**config.mk**
```make
export PLATFORM = sky130hd
export DESIGN_NAME = matrix_scan_flat
export DESIGN_NICKNAME = d
export VERILOG_FILES = /design/src/rtl/matrix_pkg.sv /design/src/rtl/matrix_scan_if.sv /design/src/rtl/matrix_pattern.sv /design/src/rtl/matrix_scan.sv /design/src/flat_wrapper.sv
export SDC_FILE = /design/constraint.sdc
export NUM_CORES = 1
export LEC_CHECK = 0
export BUFFER_PORTS_ARGS = -buffer_cell sky130_fd_sc_hd__buf_2
export CORE_ASPECT_RATIO = 0.75
export CORE_MARGIN = 1
export CORE_UTILIZATION = 60
export CTS_CLUSTER_SIZE = 16
export DETAILED_ROUTE_END_ITERATION = 10
export HOLD_SLACK_MARGIN = 0.15
export PLACE_DENSITY = 0.78
export RECOVER_POWER = 50
export SYNTH_ARGS = -nofsm -noshare
export SYNTH_HDL_FRONTEND = slang
export SYNTH_SLANG_ARGS = --single-unit
```
**constraint.sdc**
```tcl
create_clock -name clk -period 2.8 [get_ports clk]
set_input_delay 0.14 -clock clk [delete_from_list [all_inputs] [get_ports clk]]
set_output_delay 0.14 -clock clk [all_outputs]
set_load 0.02 [all_outputs]
```
**src/rtl/matrix_pkg.sv**
```systemverilog
// matrix_pkg: shared types and constants for the LED matrix scanner.
//   mode_e      display mode, advanced one step per accepted press
//   ROWS/COLS   matrix geometry
//   next_mode() FILL -> CHECKER -> SCROLL -> DIAG -> FILL
package matrix_pkg;

  localparam int unsigned ROWS = 8;
  localparam int unsigned COLS = 8;

  typedef enum logic [1:0] {
    FILL    = 2'd0,
    CHECKER = 2'd1,
    SCROLL  = 2'd2,
    DIAG    = 2'd3
  } mode_e;

  // Cyclic successor of a display mode.
  function automatic mode_e next_mode(input mode_e m);
    mode_e n;
    case (m)
      FILL:    n = CHECKER;
      CHECKER: n = SCROLL;
      SCROLL:  n = DIAG;
      default: n = FILL;
    endcase
    return n;
  endfunction

endpackage

```
**src/rtl/matrix_scan_if.sv**
```systemverilog
// matrix_scan_if: press input and matrix drive outputs of matrix_scan.
//   i_step   one-cycle press pulse (master -> slave)
//   o_row    one-hot row enable
//   o_col    column data of the enabled row
//   o_mode   currently applied mode
//   o_frame  one-cycle pulse at each frame end
// slave = the scanner, master = whatever drives the press and watches the matrix.
interface matrix_scan_if;
  import matrix_pkg::*;

  logic            i_step;
  logic [ROWS-1:0] o_row;
  logic [COLS-1:0] o_col;
  logic [1:0]      o_mode;
  logic            o_frame;

  modport slave  (input  i_step, output o_row, output o_col, output o_mode, output o_frame);
  modport master (output i_step, input  o_row, input  o_col, input  o_mode, input  o_frame);

endinterface

```
**src/rtl/matrix_pattern.sv**
```systemverilog
// matrix_pattern: pure combinational column pattern for one row.
//   mode    display mode
//   row     row index 0..7
//   phase   animation phase 0..7
//   cols_c  column bits to light for that row
module matrix_pattern
  import matrix_pkg::*;
(
  input  mode_e           mode,
  input  logic [2:0]      row,
  input  logic [2:0]      phase,
  output logic [COLS-1:0] cols_c
);

  logic [2:0] sum;

  // row + phase wraps mod 8 by construction of the 3-bit sum.
  always_comb begin
    cols_c = '0;
    sum    = 3'(row + phase);
    case (mode)
      FILL:    cols_c = 8'hFF;
      CHECKER: cols_c = sum[0] ? 8'h55 : 8'hAA;
      SCROLL:  cols_c = 8'h01 << phase;
      DIAG:    cols_c = 8'h01 << sum;
      default: cols_c = '0;
    endcase
  end

endmodule

```
**src/rtl/matrix_scan.sv**
```systemverilog
// matrix_scan: 8x8 LED matrix row scanner with blanking, animation and
// frame-synchronous mode stepping.
//   clk, rst_n  clock and asynchronous active-low reset
//   bus.slave   i_step in; o_row, o_col, o_mode, o_frame out (all registered)
module matrix_scan
  import matrix_pkg::*;
#(
  parameter int unsigned SCAN_DIV     = 1024,
  parameter int unsigned BLANK_CYCLES = 16,
  parameter int unsigned ANIM_FRAMES  = 32
) (
  input  logic          clk,
  input  logic          rst_n,
  matrix_scan_if.slave  bus
);

  localparam int unsigned DIV_W = (SCAN_DIV > 1) ? $clog2(SCAN_DIV) : 1;
  localparam int unsigned FRM_W = (ANIM_FRAMES > 1) ? $clog2(ANIM_FRAMES) : 1;
  localparam int unsigned ROW_W = $clog2(ROWS);

  logic [DIV_W-1:0] div_cnt;
  logic [ROW_W-1:0] row_idx;
  logic [FRM_W-1:0] frame_cnt;
  logic [2:0]       phase;
  logic             pending;
  mode_e            mode;

  logic             row_adv_c;
  logic             frame_end_c;
  logic             blank_c;
  logic             apply_c;
  logic [COLS-1:0]  pat_c;

  assign row_adv_c   = (div_cnt == DIV_W'(SCAN_DIV - 1));
  assign frame_end_c = row_adv_c && (row_idx == ROW_W'(ROWS - 1));
  assign blank_c     = (32'(div_cnt) < BLANK_CYCLES);
  // A press landing on the boundary cycle itself is honoured immediately.
  assign apply_c     = frame_end_c && (pending || bus.i_step);

  matrix_pattern u_pattern (
    .mode   (mode),
    .row    (row_idx),
    .phase  (phase),
    .cols_c (pat_c)
  );

  // Counters, mode FSM and registered matrix drive.
  always_ff @(posedge clk or negedge rst_n) begin
    if (!rst_n) begin
      div_cnt     <= '0;
      row_idx     <= '0;
      frame_cnt   <= '0;
      phase       <= '0;
      pending     <= 1'b0;
      mode        <= FILL;
      bus.o_row   <= '0;
      bus.o_col   <= '0;
      bus.o_mode  <= '0;
      bus.o_frame <= 1'b0;
    end else begin
      div_cnt <= row_adv_c ? '0 : div_cnt + DIV_W'(1);
      if (row_adv_c) row_idx <= row_idx + ROW_W'(1);

      // Presses are not queued: a second press before the boundary is absorbed.
      if (apply_c)         pending <= 1'b0;
      else if (bus.i_step) pending <= 1'b1;

      // Mode change takes priority over the animation step on the same edge.
      if (apply_c) begin
        mode      <= next_mode(mode);
        phase     <= '0;
        frame_cnt <= '0;
      end else if (frame_end_c) begin
        if (frame_cnt == FRM_W'(ANIM_FRAMES - 1)) begin
          frame_cnt <= '0;
          phase     <= phase + 3'd1;
        end else begin
          frame_cnt <= frame_cnt + FRM_W'(1);
        end
      end

      bus.o_row   <= blank_c ? '0 : (8'h01 << row_idx);
      bus.o_col   <= blank_c ? '0 : pat_c;
      bus.o_frame <= frame_end_c;
      bus.o_mode  <= mode;
    end
  end

endmodule

```
**src/flat_wrapper.sv**
```systemverilog
// flat-port wrapper written by rule: the top's interface ports become plain ports
module matrix_scan_flat import matrix_pkg::*;
#(
  parameter int unsigned SCAN_DIV     = 1024,
  parameter int unsigned BLANK_CYCLES = 16,
  parameter int unsigned ANIM_FRAMES  = 32
)
  (clk, rst_n, bus_i_step, bus_o_row, bus_o_col, bus_o_mode, bus_o_frame);
  matrix_scan_if bus_i ();
  input  logic clk;
  input  logic rst_n;
  input wire logic [$bits(bus_i.i_step)-1:0] bus_i_step;
  output wire logic [$bits(bus_i.o_row)-1:0] bus_o_row;
  output wire logic [$bits(bus_i.o_col)-1:0] bus_o_col;
  output wire logic [$bits(bus_i.o_mode)-1:0] bus_o_mode;
  output wire logic [$bits(bus_i.o_frame)-1:0] bus_o_frame;
  assign bus_i.i_step = bus_i_step;
  assign bus_o_row = bus_i.o_row;
  assign bus_o_col = bus_i.o_col;
  assign bus_o_mode = bus_i.o_mode;
  assign bus_o_frame = bus_i.o_frame;
  matrix_scan #(.SCAN_DIV(SCAN_DIV), .BLANK_CYCLES(BLANK_CYCLES), .ANIM_FRAMES(ANIM_FRAMES)) u_core (.clk(clk), .rst_n(rst_n), .bus(bus_i));
endmodule
```
# Word-level counts from Yosys, hierarchy flattened
# Index checks and enable logic that the tools add are counted.
# W data, S select, Z words.
[classes]
mux = 14
eq_ne = 6
n_shift = 3
addsub = 5
reduce_logical = 8
n_lt_le_gt_ge = 1
[op_table]
columns = ["op", "count"]
rows = [
  ["$pmux W8 S4", 1],
  ["$mux W8", 3],
  ["$shl A1 B3 Y8 const A", 3],
  ["$mux W5", 3],
  ["$add A10 B1 Y10 const B", 1],
  ["$eq A10 B10 Y1 const B", 1],
  ["$lt A10 B5 Y1 const B", 1],
  ["$mux W10", 1],
  ["$mux W3", 3],
  ["$add A3 B1 Y3 const B", 2],
  ["$pmux W2 S3", 1],
  ["$reduce_bool A2 Y1", 3],
  ["$add A5 B1 Y5 const B", 1],
  ["$eq A5 B5 Y1 const B", 1],
  ["$eq A2 B2 Y1 const B", 2],
  ["$add A3 B3 Y3", 1],
  ["$eq A3 B3 Y1 const B", 1],
  ["$eq A2 B1 Y1 const B", 1],
  ["$logic_and A1 B1 Y1", 2],
  ["$logic_not A2 Y1", 1],
  ["$mux W1", 2],
  ["$reduce_and A2 Y1", 1],
  ["$logic_or A1 B1 Y1", 1],
]
[word_totals]
regBits = 43
out_inout_bits = 19
elab_cells = 47
input_bits = 3

# Logic depth before layout (Yosys ltp)
# Gate-level depths: netlist (run 1).
[logic_depth]
ltp_word = 5
mapped_depth = 8
mapped_depth_nobuf = 7

# Modules after synthesis
# A second synthesis (run 1) with hierarchy kept.
[unflattened]
hier_cells = 196
area_unflattened_um2 = 2169.6
[by_module_without_submodules]
columns = ["mod", "cells_each", "seq_area_each_um2", "n_inst", "area_per_inst_um2"]
rows = [
  ["matrix_scan", 158, 1076.0, 1, 1889.3],
  ["matrix_pattern", 38, 0.0, 1, 280.3],
]

# Worst setup path after synthesis (run 1)
# Ideal clock, no wire load.
[synth_timing]
kind = "register to register"
start = "register u_core.row_idx[0]"
end = "register u_core.mode[0]"
n_path_buf = 0
stages_incl_launch_ff = 7
setup_time_ps = 76
arrival_ps = 1659
period_less_slack_ps = 1736
slack_ps = 1064
path_cell_list = "dfrtp_1 > ha_1 > ha_1 > nand3_1 > or3_1 > or4_1 > o21ai_1"
[synth_between]
elab_chain_len = 3
[synth_lines]
columns = ["element", "line", "text"]
rows = [
  ["from (decl)", "matrix_scan.sv:22", "logic [ROW_W-1:0] row_idx;"],
  ["from (signal assigned)", "matrix_scan.sv:62", "if (row_adv_c) row_idx <= row_idx + ROW_W'(1);"],
  ["$eq A3 B3 Y1", "matrix_scan.sv:35", "assign frame_end_c = row_adv_c && (row_idx == ROW_W'(ROWS - 1));"],
  ["$logic_and A1 B1 Y1", "matrix_scan.sv:35", ""],
  ["$logic_and A1 B1 Y1", "matrix_scan.sv:38", "assign apply_c = frame_end_c && (pending || bus.i_step);"],
  ["to (signal assigned)", "matrix_scan.sv:70", "mode <= next_mode(mode);"],
  ["to (decl)", "matrix_scan.sv:26", "mode_e mode;"],
]
# No other way between the ends.
# A chain may end at the register's enable or synchronous reset.

# Worst setup path in the final report (run 1)
# Same ends and word-level chain as after synthesis.

==> flow_metrics.tcl, run 1 <==
set metrics [dict create \
    routabilityCongestion 0.764 \
    core_um2 3040 \
    synth_top_family_by_area "simple AND/OR/NAND/NOR gates" \
    clock_tree.htree_level_count 2 \
    whs_ns 0.185 \
    ys_ff_latch 43 \
    status "completed" \
    final_layout_size_suffix_gt1_share_pct 7.28 \
    timing_hold_violations_final 0 \
    layout.cells.most_common_list "sky130_fd_sc_hd__dfrtp_1, sky130_fd_sc_hd__o21ai_0, sky130_fd_sc_hd__clkbuf_1" \
    die-width_um 68.6 \
    max_buffers_root_to_sink 2 \
    tightestPinTransition_ns 0.994 \
    floorplan.initialDensity_pct 65.7 \
    r2r_start "u_core.row_idx[0]" \
    met2_usage_pct 35.6 \
    cells_along_the_critical_path "ha_1 -> ha_1 -> nand3_1 -> or3_1 -> or4_1 -> o21ai_1" \
    fin_cells 244 \
    timing.critical_path.slowest_stage_cell "sky130_fd_sc_hd__or4_1" \
    synth.yosys.seq_area_share_pct 53.9 \
    timing.max_slew.rel_slack_pct 33.7 \
    clkTransAtPathRegs_ns 0.08 \
    synth_xor_xnor_area_share_pct 4.82 \
    globalRouteMet3Util_pct 6.80 \
    critical-path-top-cell-by-count "sky130_fd_sc_hd__ha_1" \
    final.period_utilization_pct 75.0 \
    layout_commonest_cell "sky130_fd_sc_hd__dfrtp_1" \
    finished_cell_area_um2 2190 \
    layout.nets 225 \
    critPathLaunch "u_core.row_idx[0]" \
    die_area_um2 3570 \
    fin_crit_ns 2.10 \
    global_route.usage.met1_pct 29.3 \
    numPortBuffers 21 \
    worst_hold_path_type "in2reg" \
    synth-simple-area-share_pct 17.0 \
    root_buffer "sky130_fd_sc_hd__clkbuf_8" \
    detail_route.first_pass.iterations 4 \
    peakVddDrop_mv 0.308 \
    grt_max_usage_layer "met2" \
    critPathArrivalTime_ns 2.32 \
    placedInstanceArea_um2 2120 \
    setup_failing_eps_final 0 \
    syn_area_per_cell_um2 11.0 \
    worst_path_largest_cell_delay_ns 0.55 \
    clock_latency_reported_for_the_late_side_of_the_worst_skew_pair_ns 0.29 \
    synth_cell_types 36 \
    layout-area-overhead-vs-synth_pct 9.65 \
    preCtsSetupSlack_ns 0.751 \
    fmax_ghz 0.476 \
    route.detailed.vias_per_inst 5.57 \
    place_inst 235 \
    floorplan.io_pins 22 \
    residual_drc_count 0 \
    cts-buffers-inserted 5 \
    first_global_vias 1374 \
    hold_path_depth 3 \
    grtUsageTotal_pct 23.0 \
    reg2reg_slack_ns 0.70 \
    power_leakage_nw 0.996 \
    grt_start_max_net_pins 44 \
    post_synth_inst_count 181 \
    final_max_slew_viol_count 0 \
    powerDensity_nw_per_um2 474 \
    worstSetupEndpointType "flop" \
    worst_slack_ns 0.700 \
    grt.overflow.total 0 \
    route.antenna.remaining_nets 0 \
    antenna_violations_before_repair 0 \
    detail_route.wl_per_cell_um 13.4 \
    number_of_clock_sinks 43 \
    crit_path_category "reg2reg" \
    crit_required_ns 3.02 \
    die_h_um 52.0 \
    timing.setup.tns_ns 0 \
    yosys.area_share.adder_pct 11.0 \
    first_iter_violations 90 \
    reg2reg_depth 6 \
    detail_route.wirelength_um 3270 \
    crit_path_max_fanout 12 \
    cap_viol_max_count 0 \
    tritoncts "built" \
    critical_path.reg2reg.endpoint "u_core.mode[0]" \
    dr_total_vias 1360 \
    n_fill_cell 234 \
    fin_util_pct 72.0 \
    number_of_rows_created_at_floorplan 17 \
    hpwl_um 2360 \
    rsz0062_at_grt "false" \
    insertedDiodeCount 0 \
    synthesis.area_um2 2000 \
    finalPower_mw 1.04 \
    synth.area.mux_share_pct 2.13 \
    wire_length_of_the_first_global_routing_pass_um 5860 \
    synth-compound-area-share_pct 8.02 \
    setup.worst_path.start_class "flop" \
    synthesis.nets 201 \
    worst_clock_skew_ns 0.00543 \
    synth_warnings 0 \
    endpoint "u_core.mode[0]" \
]
## critical path: cells and delay by family (launching register included)
| kind | cells | cell delay, ns |
|---|---|---|
| simple gates | 3 | 1.16 |
| flops | 1 | 0.41 |
| fa+ha+maj | 2 | 0.38 |
| compound gates | 1 | 0.08 |
## cells by family after synthesis
logic type	count (synthesis)
AND/OR/NAND/NOR	63
XOR/XNOR	11
AO/OA/AOI/OAI	28
flip-flops	43
adder cells (fa/ha/maj)	17
multiplexers	4
buffers and inverters	15
## how the worst min path moves through the flow
stage	start	end	slack, ns
floorplan	rst_n	u_core.bus.o_col[0]	-0.16
global placement	rst_n	u_core.bus.o_col[3]	0.30
detailed placement	rst_n	u_core.bus.o_col[7]	0.33
CTS	bus_i_step	u_core.pending	0.19
global route	bus_i_step	u_core.pending	0.23
finish	bus_i_step	u_core.pending	0.19
## registers in the layout (all words and copies together), names as in the netlist
name and cells:
u_core.bus.o_row 8, u_core.div_cnt 10, u_core.frame_cnt 5, u_core.pending 1
u_core.mode 2, u_core.bus.o_col 8, u_core.bus.o_frame 1, u_core.phase 3
u_core.row_idx 3, u_core.bus.o_mode 2
## layer usage
| layer | part of all wire (%) | routed length [um] |
|---|---|---|
| met5 | 0 | 0 |
| met4 | 1.5 | 48 |
| met3 | 5.1 | 166 |
| met2 | 46 | 1510 |
| met1 | 47 | 1540 |
## synthesized netlist by cell type
master	instances	share of area, %
sky130_fd_sc_hd__dfrtp_1	43	54
sky130_fd_sc_hd__o21ai_0	19	4.8
sky130_fd_sc_hd__ha_1	16	10
sky130_fd_sc_hd__nand3_1	14	3.5
sky130_fd_sc_hd__nand2_1	13	2.4
sky130_fd_sc_hd__nor2_1	12	2.3
sky130_fd_sc_hd__inv_1	9	1.7
sky130_fd_sc_hd__and3_1	8	2.5
sky130_fd_sc_hd__xor2_1	6	2.6
sky130_fd_sc_hd__xnor2_1	5	2.2
sky130_fd_sc_hd__nor4_1	3	0.94
sky130_fd_sc_hd__a22o_1	2	0.88
sky130_fd_sc_hd__and2_1	2	0.63
sky130_fd_sc_hd__buf_2	2	0.50
sky130_fd_sc_hd__clkbuf_1	2	0.38
sky130_fd_sc_hd__mux2_2	2	1.1
sky130_fd_sc_hd__mux2i_1	2	1.0
sky130_fd_sc_hd__nor2b_1	2	0.63
sky130_fd_sc_hd__o31ai_1	2	0.75
sky130_fd_sc_hd__a211oi_1	1	0.38
sky130_fd_sc_hd__a21o_1	1	0.38
sky130_fd_sc_hd__a21oi_1	1	0.25
sky130_fd_sc_hd__and4_1	1	0.44
sky130_fd_sc_hd__buf_4	1	0.38
sky130_fd_sc_hd__fa_1	1	1.0
sky130_fd_sc_hd__inv_2	1	0.19
sky130_fd_sc_hd__nand2b_1	1	0.31
sky130_fd_sc_hd__nand3_2	1	0.50
sky130_fd_sc_hd__nand4_1	1	0.31
sky130_fd_sc_hd__nand4_4	1	1.1
sky130_fd_sc_hd__nor3_1	1	0.25
sky130_fd_sc_hd__nor3_2	1	0.50
sky130_fd_sc_hd__o211ai_1	1	0.38
sky130_fd_sc_hd__o21ai_1	1	0.25
sky130_fd_sc_hd__or3_1	1	0.31
sky130_fd_sc_hd__or4_1	1	0.38
## what timing repair did
item                                   4_1_cts  5_1_grt
endpoints found under the hold margin       43        0
gates resized for setup                      0        0
setup buffers                                0        0
hold buffers                                 1        0
setup endpoints to repair                    0        0
## power by group
part | switching, mW | leakage, nW | internal, mW
combinational | 0.0279 | 0.416 | 0.00804
sequential | 0.00244 | 0.532 | 0.628
clock | 0.202 | 0.0477 | 0.171
total | 0.232 | 0.996 | 0.806
## layout make-up
class | count | area [um2] | area share (%)
flip-flops and latches | 43 | 1080 | 49.1
clock inverters | 3 | 15.0 | 0.686
inverters | 10 | 37.5 | 1.71
multi-input cells | 123 | 853 | 39.0
repair buffers | 22 | 91.3 | 4.17
clock buffers | 5 | 68.8 | 3.14
well taps | 38 | 47.5 | 2.17
Note: power is estimated with default switching activity, not from simulation.
==> inputs of run 2 (changes only) <==
CORE_UTILIZATION = 52   (was 60)
PLACE_DENSITY = 0.72   (was 0.78)
clock period = 1.7 ns   (was 2.8 ns; I/O delays follow)
==> run 2 against run 1 <==
Combinational power increased by 82%; clock-buffer cell count increased by 3; sequential power up 65%; the flow now finishes with violations (negative setup slack); highest routed layer unchanged; critical path depth did not move; register-to-register slack worse by 0.79 ns; fmax up 17%; global-route usage fell by 2.2 points.
==> flow_metrics.tcl, run 2 (synthesized netlist as in run 1, its figures left out) <==
set metrics [dict create \
    violations_in_the_final_reports "negative setup slack" \
    setup_failing_eps_final 18 \
    detail_route.wirelength_um 3880 \
    reg2reg_depth 6 \
    timing.max_slew.rel_slack_pct 58.0 \
    core_um2 3660 \
    registers.top_by_ff_count "u_core.div_cnt" \
    layout-area-overhead-vs-synth_pct 27.8 \
    floorplan.initialDensity_pct 54.5 \
    numPortBuffers 21 \
    whs_ns 0.177 \
    final_max_slew_viol_count 0 \
    cap_viol_max_count 0 \
    number_of_clock_sinks 43 \
    crit_path_category "reg2reg" \
    r2r_start "u_core.row_idx[1]" \
    rsz0062_at_grt "true" \
    final_layout_size_suffix_gt1_share_pct 26.8 \
    wire_length_of_the_first_global_routing_pass_um 6490 \
    floorplan.io_pins 22 \
    worst_slack_ns -0.0927 \
    detail_route.first_pass.iterations 4 \
    tightestPinTransition_ns 0.631 \
    route.detailed.vias_per_inst 5.17 \
    fmax_ghz 0.558 \
    preCtsSetupSlack_ns -0.126 \
    reg2reg_slack_ns -0.09 \
    crit_path_max_fanout 3 \
    worstSetupEndpointType "flop" \
    die-width_um 73.6 \
    peakVddDrop_mv 0.633 \
    powerDensity_nw_per_um2 704 \
    grt_start_max_net_pins 27 \
    grt.overflow.total 0 \
    clkTransAtPathRegs_ns 0.08 \
    finalPower_mw 1.80 \
    finished_cell_area_um2 2550 \
    layout.cells.most_common_list "sky130_fd_sc_hd__dfrtp_1, sky130_fd_sc_hd__buf_4, sky130_fd_sc_hd__clkbuf_1" \
    grtUsageTotal_pct 20.7 \
    layout.nets 254 \
    die_area_um2 4090 \
    critical_path.reg2reg.endpoint "u_core.mode[0]" \
    layout_commonest_cell "sky130_fd_sc_hd__dfrtp_1" \
    final.period_utilization_pct 105 \
    cts-buffers-inserted 5 \
    residual_drc_count 0 \
    number_of_rows_created_at_floorplan 19 \
    crit_required_ns 1.92 \
    detail_route.wl_per_cell_um 13.5 \
    setup.worst_path.start_class "flop" \
    die_h_um 55.7 \
    timing_hold_violations_final 0 \
    first_global_vias 1478 \
    insertedDiodeCount 0 \
    antenna_violations_before_repair 0 \
    root_buffer "sky130_fd_sc_hd__clkbuf_8" \
    hold_path.startpoint "bus_i_step" \
    power_leakage_nw 1.18 \
    worst_hold_path_type "in2reg" \
    fin_crit_ns 1.79 \
    clock_tree.htree_level_count 2 \
    hpwl_um 2710 \
    worst_clock_skew_ns 0.00381 \
    critPathArrivalTime_ns 2.01 \
    clock_latency_reported_for_the_late_side_of_the_worst_skew_pair_ns 0.29 \
    number_of_flip_flops_in_the_largest_register 10 \
    largest_registers "u_core.div_cnt x10, u_core.bus.o_col x8, u_core.bus.o_row x8" \
    hold_path_depth 4 \
    placedInstanceArea_um2 2310 \
    first_iter_violations 34 \
    route.antenna.remaining_nets 0 \
    dr_total_vias 1483 \
    tritoncts "built" \
    routabilityCongestion 0.807 \
    max_buffers_root_to_sink 2 \
    whs_endpoint "u_core.phase[2]" \
    status "complete, but fails checks" \
]
==> run 2: changes by cell type in the layout (fill, tap and decap cells not counted), moves of 3 or more <==
| cell | previous run | this run |
|---|---|---|
| sky130_fd_sc_hd__buf_4 | 0 | 27 |
| sky130_fd_sc_hd__clkinv_2 | 3 | 0 |
| sky130_fd_sc_hd__nand3_1 | 15 | 10 |
| sky130_fd_sc_hd__nand3_2 | 0 | 5 |
| sky130_fd_sc_hd__o21ai_0 | 19 | 5 |
| sky130_fd_sc_hd__o21ai_1 | 1 | 12 |
| sky130_fd_sc_hd__o21ai_2 | 0 | 3 |
==> run 2: metrics by stage <==
step                      utilization [%]  TNS (ns)  cells
final                                69.7    -0.854    287
after global routing                 69.7     -2.20    287
after CTS                            69.1    -0.750    286
after detailed placement             63.2     -1.34    272
after global placement               63.2    -0.301    272
after floorplan                         -   -0.0349    181
==> run 2: layout make-up <==
| class | count | area (um2) |
|---|---|---|
| Fill cell | 284 | 1110 |
| Timing Repair Buffer | 51 | 319 |
| Sequential cell | 43 | 1080 |
| Multi-Input combinational cell | 123 | 951 |
| Clock buffer | 8 | 100 |
| Inverter | 10 | 40.0 |
| Tap cell | 52 | 65.1 |
==> run 2: worst max-delay path by stage <==
stage | slack (ns) | to | cells past startpoint | start
after floorplan | -0.03 | u_core.mode[0] | 6 | u_core.row_idx[0]
after global placement | -0.05 | u_core.mode[0] | 6 | u_core.row_idx[0]
after detailed placement | -0.13 | u_core.mode[0] | 6 | u_core.row_idx[0]
after CTS | -0.08 | u_core.bus.o_col[6] | 7 | u_core.row_idx[0]
after global routing | -0.17 | u_core.bus.o_col[1] | 7 | u_core.row_idx[0]
final | -0.09 | u_core.mode[0] | 6 | u_core.row_idx[1]
==> run 2: per-layer routing <==
layer  global-route usage (%)  share of wire, %
met1                     25.7                43
met2                     35.0                52
met3                     5.62               3.5
met4                     6.59               1.2
met5                        0                 0
==> run 2: report_power, final <==
group | total, mW | internal, mW | switching (mW)
Combinational | 0.0656 | 0.0173 | 0.0483
Clock | 0.693 | 0.371 | 0.322
Sequential | 1.04 | 1.03 | 0.00382
==> run 2: critical path, cell delays in order, from the launching register on <==
cell and delay [ns]:
sky130_fd_sc_hd__dfrtp_1 0.36, sky130_fd_sc_hd__ha_2 0.21, sky130_fd_sc_hd__ha_4 0.14, sky130_fd_sc_hd__nand3_2 0.08, sky130_fd_sc_hd__or3_4 0.43, sky130_fd_sc_hd__or4_1 0.41, sky130_fd_sc_hd__o21ai_1 0.10
==> run 2: what timing repair did <==
item / 4_1_cts / 5_1_grt
endpoints found under the setup margin: 18 / 19
gates resized for setup: 27 / 10
hold buffers: 1 / 0
endpoints found under the hold margin: 24 / 0
buffers inserted: 5 / 1
pin swaps: 17 / 7
==> inputs of run 3 (changes only) <==
BUFFER_PORTS_ARGS = -buffer_cell sky130_fd_sc_hd__clkbuf_2   (was -buffer_cell sky130_fd_sc_hd__buf_2)
PLACE_DENSITY = not set   (was 0.72)
PLACE_DENSITY_LB_ADDON = 0.05   (was not set)
clock period = 1.6 ns   (was 1.7 ns; I/O delays follow)
==> run 3 against run 2 <==
The flow still finishes with violations (negative setup slack); largest cell class unchanged; sequential cell count unchanged; total power up 2.6%; worst hold slack better by 0.0053 ns; worst setup slack worse by 0.15 ns; critical path depth unchanged; core utilization up 1.4 points.
==> flow_metrics.tcl, run 3 (synthesized netlist as in run 1, its figures left out) <==
set metrics [dict create \
    clock_latency_reported_for_the_late_side_of_the_worst_skew_pair_ns 0.28 \
    tightestPinTransition_ns 0.994 \
    die_h_um 55.7 \
    layout.nets 254 \
    final_layout_size_suffix_gt1_share_pct 35.0 \
    first_global_vias 1504 \
    fin_cells 286 \
    worst_hold_path_type "in2reg" \
    worst_clock_skew_ns 0.00297 \
    met2_wire_len_um 1810 \
    layout.cells.most_common_list "sky130_fd_sc_hd__dfrtp_1, sky130_fd_sc_hd__buf_4, sky130_fd_sc_hd__clkbuf_2" \
    timing.critical_path.slowest_stage_cell "sky130_fd_sc_hd__dfrtp_1" \
    number_of_flip_flops_in_the_largest_register 10 \
    cts-buffers-inserted 5 \
    critical-path-top-cell-by-count "sky130_fd_sc_hd__ha_4" \
    worst_slack_ns -0.240 \
    detail_route.wirelength_um 3710 \
    violations_in_the_final_reports "negative setup slack" \
    route.detailed.vias_per_inst 5.28 \
    dr_total_vias 1510 \
    wl_met3_um 131 \
    setup.worst_path.start_class "flop" \
    cells_along_the_critical_path "ha_4 -> ha_4 -> nand3_4 -> or3_4 -> or4_4 -> o21ai_2" \
    fin_crit_ns 1.84 \
    final.period_utilization_pct 115 \
    rsz0062_at_grt "true" \
    detail_route.wl_per_cell_um 13.0 \
    final_max_slew_viol_count 0 \
    detail_route.first_pass.iterations 4 \
    n_fill_cell 275 \
    timing.max_slew.rel_slack_pct 33.7 \
    floorplan.initialDensity_pct 54.5 \
    placedInstanceArea_um2 2370 \
    number_of_clock_sinks 43 \
    largest_registers "u_core.div_cnt x10, u_core.bus.o_col x8, u_core.bus.o_row x8" \
    fmax_ghz 0.544 \
    total_switching_power_mw 0.388 \
    grt.overflow.total 0 \
    layout-area-overhead-vs-synth_pct 30.4 \
    seq_power_share_pct 59.8 \
    max_buffers_root_to_sink 2 \
    antenna_violations_before_repair 0 \
    tritoncts "built" \
    fin_util_pct 71.1 \
    wire_length_of_the_first_global_routing_pass_um 6440 \
    worst_path_largest_cell_delay_ns 0.44 \
    crit_required_ns 1.82 \
    crit_path_max_fanout 4 \
    intPower_mw 1.46 \
    hpwl_um 2620 \
    preCtsSetupSlack_ns -0.203 \
    crit_path_category "reg2reg" \
    peakVddDrop_mv 0.570 \
    route.antenna.remaining_nets 0 \
    place_inst 272 \
    registers.top_by_ff_count "u_core.div_cnt" \
    powerDensity_nw_per_um2 708 \
    number_of_rows_created_at_floorplan 19 \
    critPathArrivalTime_ns 2.06 \
    clkTransAtPathRegs_ns 0.07 \
    comb_power_share_pct 3.7 \
    die_area_um2 4090 \
    route.layer.met1.wl_um 1720 \
    numPortBuffers 21 \
    cap_viol_max_count 0 \
    floorplan.io_pins 22 \
    root_buffer "sky130_fd_sc_hd__clkbuf_8" \
    residual_drc_count 0 \
    netSwitchingFraction_pct 21.0 \
    core_um2 3660 \
    insertedDiodeCount 0 \
    timing_hold_violations_final 0 \
    finished_cell_area_um2 2600 \
    status "complete, but fails checks" \
    clock_power_share_pct 36.4 \
    power_leakage_nw 1.22 \
    layout_commonest_cell "sky130_fd_sc_hd__dfrtp_1" \
    clock_tree.htree_level_count 2 \
    grtUsageTotal_pct 20.5 \
    routabilityCongestion 0.774 \
    highest_layer "met4" \
    grt_start_max_net_pins 44 \
    first_iter_violations 78 \
    worstSetupEndpointType "flop" \
    setup_failing_eps_final 20 \
    die-width_um 73.6 \
]
==> run 3: repair_timing <==
action	CTS	global route
gates resized for setup	16	10
hold buffers	1	0
hold endpoints to repair	43	0
gates cloned	1	0
setup buffers	1	4
pin swaps	8	5
endpoints found under the setup margin	20	20
==> run 3: path summary, 6_finish.rpt <==
path | start | depth (start not counted) | slack (ns) | to
worst min-delay path | bus_i_step | 4 | 0.18 | u_core.phase[2]
min in group asynchronous | rst_n | 3 | 0.58 | u_core.bus.o_mode[0]
max in group asynchronous | rst_n | 3 | 0.41 | u_core.div_cnt[3]
worst max register to register | u_core.row_idx[0] | 6 | -0.24 | u_core.mode[0]
worst min register to register | u_core.mode[0] | 0 | 0.45 | u_core.bus.o_mode[0]
worst max-delay path | u_core.row_idx[0] | 6 | -0.24 | u_core.mode[0]
==> run 3: layout make-up <==
type	instances	area, um2	area share (%)
sequential	43	1080	41.3
multi-input combinational	123	998	38.3
timing repair buffer	51	332	12.7
clock buffer	6	82.6	3.17
tap	52	65.1	2.50
inverter	10	45.0	1.73
clock inverter	1	5.00	0.192
==> run 3: routing by layer <==
metal | vias to the layer above | track usage (%)
li1 | 733 | -
met1 | 736 | 26.2
met2 | 34 | 34.3
met3 | 7 | 4.89
met4 | 0 | 6.32
met5 | - | 0
==> run 3: power groups by stage <==
stage	Sequential, mW	Clock [mW]	Combinational [mW]
after floorplan	1.14	0	0.0126
after global placement	1.12	0	0.0674
after detailed placement	1.12	0	0.0685
after CTS	1.10	0.694	0.0709
after global routing	1.10	0.737	0.0790
final	1.10	0.672	0.0691
==> run 3: critical path: cells and delay by family (launching register included) <==
family,cells,cell delay [ns]
fa+ha+maj,2,0.31
compound gates,1,0.07
flops,1,0.44
simple gates,3,0.94
==> run 3: per-stage QoR <==
| step | TNS (ns) | hold slack (ns) | power, mW |
|---|---|---|---|
| 6_report | -3.19 | 0.182 | 1.84 |
| 5_1_grt | -4.37 | 0.193 | 1.92 |
| 4_1_cts | -2.00 | 0.158 | 1.87 |
| 3_5_place_dp | -2.93 | 0.172 | 1.19 |
| 3_3_place_gp | -1.35 | 0.170 | 1.19 |
| 2_1_floorplan | -0.435 | -0.216 | 1.15 |
